==> config.mk <==
export PLATFORM = sky130hd
export DESIGN_NAME = rs_syndrome
export DESIGN_NICKNAME = d
export VERILOG_FILES = /design/src/rtl/rs_syndrome.sv
export SDC_FILE = /design/constraint.sdc
export NUM_CORES = 2
export LEC_CHECK = 0
export CAP_MARGIN = 20
export CORE_MARGIN = 5
export CORE_UTILIZATION = 60
export CTS_BUF_LIST = sky130_fd_sc_hd__clkbuf_8
export DETAILED_ROUTE_END_ITERATION = 16
export PLACE_DENSITY = 0.77
export SKIP_CTS_REPAIR_TIMING = 1
export SYNTH_ARGS = -nofsm -noshare
export SYNTH_HDL_FRONTEND = slang
export SYNTH_SLANG_ARGS = --single-unit
export TNS_END_PERCENT = 100
==> constraint.sdc <==
create_clock -name aclk -period 6.29 [get_ports aclk]
set_input_delay 1.258 -clock aclk [delete_from_list [all_inputs] [get_ports aclk]]
set_output_delay 1.258 -clock aclk [all_outputs]
set_load 0.03 [all_outputs]
==> src/rtl/rs_syndrome.sv <==
// RS syndrome calculator: W symbols per beat, one Horner chain per root.
// GF constants and constant-multiplier helpers live in gf_pkg below.
package gf_pkg;
  localparam int SYMB_WIDTH = 8;
  localparam int POLY = 285;
  localparam int N_LEN = 255;
  localparam int K_LEN = 239;
  localparam int BUS_WIDTH_IN_SYMB = 4;
  localparam int FIRST_ROOT = 1;
  localparam int ROOTS_NUM = N_LEN - K_LEN;
  localparam int CYCLES =
    (N_LEN + BUS_WIDTH_IN_SYMB - 1) / BUS_WIDTH_IN_SYMB;
  localparam int CNT_W = $clog2(CYCLES + 1);

  typedef logic [SYMB_WIDTH-1:0] sym_t;
  typedef logic [SYMB_WIDTH*SYMB_WIDTH-1:0] cmat_t;

  function automatic sym_t gf_xtime(sym_t a);
    sym_t r;
    r = {a[SYMB_WIDTH-2:0], 1'b0};
    if (a[SYMB_WIDTH-1]) r = r ^ sym_t'(POLY);
    return r;
  endfunction

  function automatic sym_t gf_pow(int e);
    sym_t r;
    int n;
    r = sym_t'(1);
    n = e % ((1 << SYMB_WIDTH) - 1);
    for (int i = 0; i < n; i++) r = gf_xtime(r);
    return r;
  endfunction

  // Column i holds alpha^(e+i): the image of basis bit i.
  function automatic cmat_t gf_cmat(int e);
    cmat_t m;
    sym_t c;
    c = gf_pow(e);
    for (int i = 0; i < SYMB_WIDTH; i++) begin
      m[i*SYMB_WIDTH +: SYMB_WIDTH] = c;
      c = gf_xtime(c);
    end
    return m;
  endfunction

  function automatic sym_t gf_cmul(cmat_t m, sym_t d);
    sym_t r;
    r = '0;
    for (int i = 0; i < SYMB_WIDTH; i++)
      if (d[i]) r = r ^ m[i*SYMB_WIDTH +: SYMB_WIDTH];
    return r;
  endfunction
endpackage

module rs_syndrome
  import gf_pkg::*;
(
  input  logic aclk,
  input  logic aresetn,
  input  logic s_tvalid,
  output logic s_tready,
  input  logic [BUS_WIDTH_IN_SYMB*SYMB_WIDTH-1:0] s_tdata,
  input  logic [BUS_WIDTH_IN_SYMB-1:0] s_tkeep,
  input  logic s_tlast,
  output logic synd_valid,
  input  logic synd_ready,
  output logic [ROOTS_NUM*SYMB_WIDTH-1:0] synd,
  output logic synd_nonzero,
  output logic len_err
);
  localparam int W = BUS_WIDTH_IN_SYMB;
  localparam int SW = SYMB_WIDTH;
  localparam int R = ROOTS_NUM;
  localparam int MW = $clog2(W + 1);
  localparam logic [CNT_W-1:0] CNT_MAX = '1;
  localparam logic [CNT_W-1:0] CNT_CYC = CNT_W'(CYCLES);

  typedef enum logic {EMPTY, FULL} ostate_e;

  ostate_e state_q, state_d;
  logic sop_q, sop_d;
  logic [CNT_W-1:0] cnt_q, cnt_d, cnt_beat;
  logic [R*SW-1:0] acc_q, acc_d;
  logic [R*SW-1:0] synd_q, synd_d;
  logic nz_q, nz_d;
  logic lerr_q, lerr_d;
  logic [R*SW-1:0] fold;
  logic [MW-1:0] m_dec, m_use;
  logic accept, last_acc;

  assign s_tready = (state_q == EMPTY) | synd_ready;
  assign accept = s_tvalid & s_tready;
  assign last_acc = accept & s_tlast;

  // Only a contiguous, non-empty leading mask shortens the beat.
  always_comb begin
    m_dec = MW'(W);
    for (int q = 1; q <= W; q++)
      if (s_tkeep == W'((1 << q) - 1)) m_dec = MW'(q);
  end

  assign m_use = s_tlast ? m_dec : MW'(W);

  for (genvar j = 0; j < R; j++) begin : g_root
    localparam cmat_t M = gf_cmat(FIRST_ROOT + j);
    sym_t h [W+1];
    always_comb begin
      h[0] = sop_q ? '0 : acc_q[j*SW +: SW];
      for (int k = 0; k < W; k++)
        h[k+1] = gf_cmul(M, h[k]) ^ s_tdata[k*SW +: SW];
    end
    assign fold[j*SW +: SW] = h[m_use];
  end

  always_comb begin
    if (sop_q) cnt_beat = CNT_W'(1);
    else if (cnt_q == CNT_MAX) cnt_beat = cnt_q;
    else cnt_beat = cnt_q + CNT_W'(1);
  end

  always_comb begin
    state_d = state_q;
    sop_d = sop_q;
    cnt_d = cnt_q;
    acc_d = acc_q;
    synd_d = synd_q;
    nz_d = nz_q;
    lerr_d = lerr_q;
    if (accept) begin
      sop_d = s_tlast;
      cnt_d = cnt_beat;
      acc_d = fold;
    end
    if (last_acc) begin
      synd_d = fold;
      nz_d = |fold;
      lerr_d = (cnt_beat != CNT_CYC);
    end
    unique case (state_q)
      EMPTY: if (last_acc) state_d = FULL;
      FULL: if (synd_ready && !last_acc) state_d = EMPTY;
      default: state_d = EMPTY;
    endcase
  end

  always_ff @(posedge aclk or negedge aresetn) begin
    if (!aresetn) begin
      state_q <= EMPTY;
      sop_q <= 1'b1;
      cnt_q <= '0;
      acc_q <= '0;
      synd_q <= '0;
      nz_q <= 1'b0;
      lerr_q <= 1'b0;
    end else begin
      state_q <= state_d;
      sop_q <= sop_d;
      cnt_q <= cnt_d;
      acc_q <= acc_d;
      synd_q <= synd_d;
      nz_q <= nz_d;
      lerr_q <= lerr_d;
    end
  end

  assign synd_valid = (state_q == FULL);
  assign synd = synd_q;
  assign synd_nonzero = nz_q;
  assign len_err = lerr_q;
endmodule

==> summary.txt <==
unrepaired setup endpoints after global routing: no
Slew HR: 16.6%
Nets: 4106
Clock Path Buffers: 3
number of global-route vias before repair: 29700
DR WL/cell: 30.6 µm
Worst-Skew Late Latency: 0.70 ns
flops & latches, synth: 267
Synth area leader: xnor2_1
Syn Inst Count: 3772
Worst setup SP type: input port
Final Skew: 0.0891 ns
Top FF cell, synth: dfrtp_1
crit path DAT: 6.35 ns
remaining antenna violation count after routing: 0
core area: 56300 µm²
max-capacitance violation count: 0
DRC: 0
Post-Syn Nets: 3814
CTS H-tree depth: 2
met3 Use GR: 13.9%
Port-buffer cells: 172
CTS sink cnt: 267
DP Area: 38200 µm²
dpl hpwl: 115000 µm
first-pass GRT wire length: 211000 µm
CP Class: in -> reg
Synth async-reset ratio: 100%
Total Wirelength: 149000 µm
most numerous cell in the Yosys netlist: xnor2_1
Critical Path RT: 6.80 ns
sequential share of the synthesized area: 19.7%
largest net degree at the start of global routing: 135
final count of negative-setup-slack endpoints: 0
Critical Path Fanout Max: 4
CTS tree: yes
min cycle time layout: 5.84 ns
Ys Warns: 0
chip height: 248 µm
Synth area leaders: xnor2_1, dfrtp_1, xnor3_1, nand2_1, xor2_1
Peak Freq: 0.171 GHz
Final period util: 92.8%
Mapped Area: 34000 µm²
max-slew violations: 0
Worst-Margin Slew: 1.25 ns
I/O Pins: 173
Vias: 30500
Post-synth top cells: xnor2_1, nand2_1, xor2_1
final hold violations: 0
Critical Path Sink Type: register
Die Wd: 248 µm
GP Congestion: 1.14
total track usage: 47.7%
Worst Reg-to-Reg Cells: 16
Cell variety after synth: 89
drt first pass iters: 7
layout cells sized above 1: 13.0%
Synth top area share: 23.7%
Initial Utilization: 60.3%
Syn Area/Cell: 9.00 µm²
R2R setup slack: 0.46 ns
via/cell ratio: 6.30
clk slew on worst S/H paths: 0.06 ns
worst r2r dst: synd_nonzero
design area: 39100 µm²
P&R area growth vs syn: 15.1%
clock root buffer: clkbuf_8
TritonCTS Buffers: 44
result of the run: completed
DRT iter0 DRCs: 4258
number of flops mapped to enable cells by yosys: 0
M1 GR Usage: 60.2%
worst slack, placed: -0.0281 ns
routing usage on met2: 69.4%
die footprint: 61500 µm²
worst flop-to-flop path startpoint: sop_q
total negative slack: 0 ns
GRT overflow: 0
final setup margin: 0.450 ns
layer with the highest usage: met2
# rows: 87
Hold Crit Class: in -> async
initial antenna violation count: 9
[cell type report]
class	count	area [µm²]
sequential	267	6690
tap	756	946
antenna	2	5.00
inverter	17	63.8
fill	4558	17200
clock buffer	58	798
timing repair buffer	523	4500
clock inverter	15	100
multi-input combinational	3211	26000
[placed cells by master (no fill, tap or decap), types with 6 or more instances in the layout]
cell type,count
mux2_2,14
dfrtp_1,266
a32oi_1,7
mux2i_1,23
xor2_2,8
xnor2_2,38
a2bb2oi_1,16
o21ai_0,147
nand3b_1,6
buf_2,10
o22a_1,11
clkdlybuf4s50_1,161
a22oi_1,44
xnor2_1,918
nand2b_1,8
a221oi_1,11
and2_1,11
nand2_1,746
nor2b_1,29
nor2_1,241
nand3_1,13
o21a_1,7
nor4_1,8
nor2_2,15
o22ai_1,46
buf_12,15
xnor3_1,229
a31oi_1,6
inv_1,20
o221ai_1,16
xor2_1,285
xor3_1,38
buf_4,336
o211ai_1,9
a21o_1,7
clkbuf_8,58
nor3_1,19
a21oi_1,103
a211oi_1,19
[stage by stage]
step,utilization (%),hold WS [ns],instances
finish,69.5,0.432,4849
global route,69.5,0.434,4847
global placement,67.9,0.457,4773
CTS,69.5,0.414,4846
detailed placement,67.9,0.461,4773
floorplan,-,0.461,3772
[routing by layer]
layer  wire length [µm]  vias to the layer above
li1                   -                    13000
met1              53700                    14700
met2              61300                     2178
met3              18500                      714
met4              15000                        8
met5                 57                        -
[how the worst max path moves through the flow]
| stage | slack, ns | start | to | cells past startpoint |
|---|---|---|---|---|
| global placement | -0.04 | s_tdata[14] | synd_nonzero | 15 |
| CTS | 0.65 | sop_q | synd_nonzero | 16 |
| global route | 0.39 | sop_q | synd_nonzero | 13 |
| detailed placement | -0.03 | s_tdata[13] | synd_nonzero | 16 |
| finish | 0.45 | s_tdata[13] | synd_nonzero | 16 |
| floorplan | 1.32 | s_tdata[7] | synd_nonzero | 15 |
[sequential cells by signal (all words and copies together) (netlist names)]
| signal | flops |
|---|---|
| len_err | 1 |
| synd_nonzero | 1 |
| acc_q | 128 |
| sop_q | 1 |
| cnt_q | 7 |
| synd | 128 |
| synd_valid | 1 |
[worst max-delay path: stages]
cell and delay, ns:
clkdlybuf4s50_1 0.49, xnor2_1 0.92, xnor2_1 0.21, xnor3_1 0.32, xor2_2 0.30, xnor3_1 0.46, xnor2_1 0.34, xor2_1 0.26
xnor3_1 0.17, a22oi_1 0.10, buf_4 0.21, nor4bb_1 0.44, buf_4 0.19, and4b_1 0.27, and4_1 0.28, a41oi_2 0.10
[cell families after synthesis]
group	Yosys count	share of synthesized area (%)
buf+inv	294	3.91
simple gates	1152	14.2
mux	37	1.14
compound gates	497	9.38
xor+xnor	1524	51.7
fa+ha+maj	1	0.0368
flops	267	19.7
Power is not shown: default switching activity piles up to over one toggle a cycle in this logic, so the estimate is an artifact.
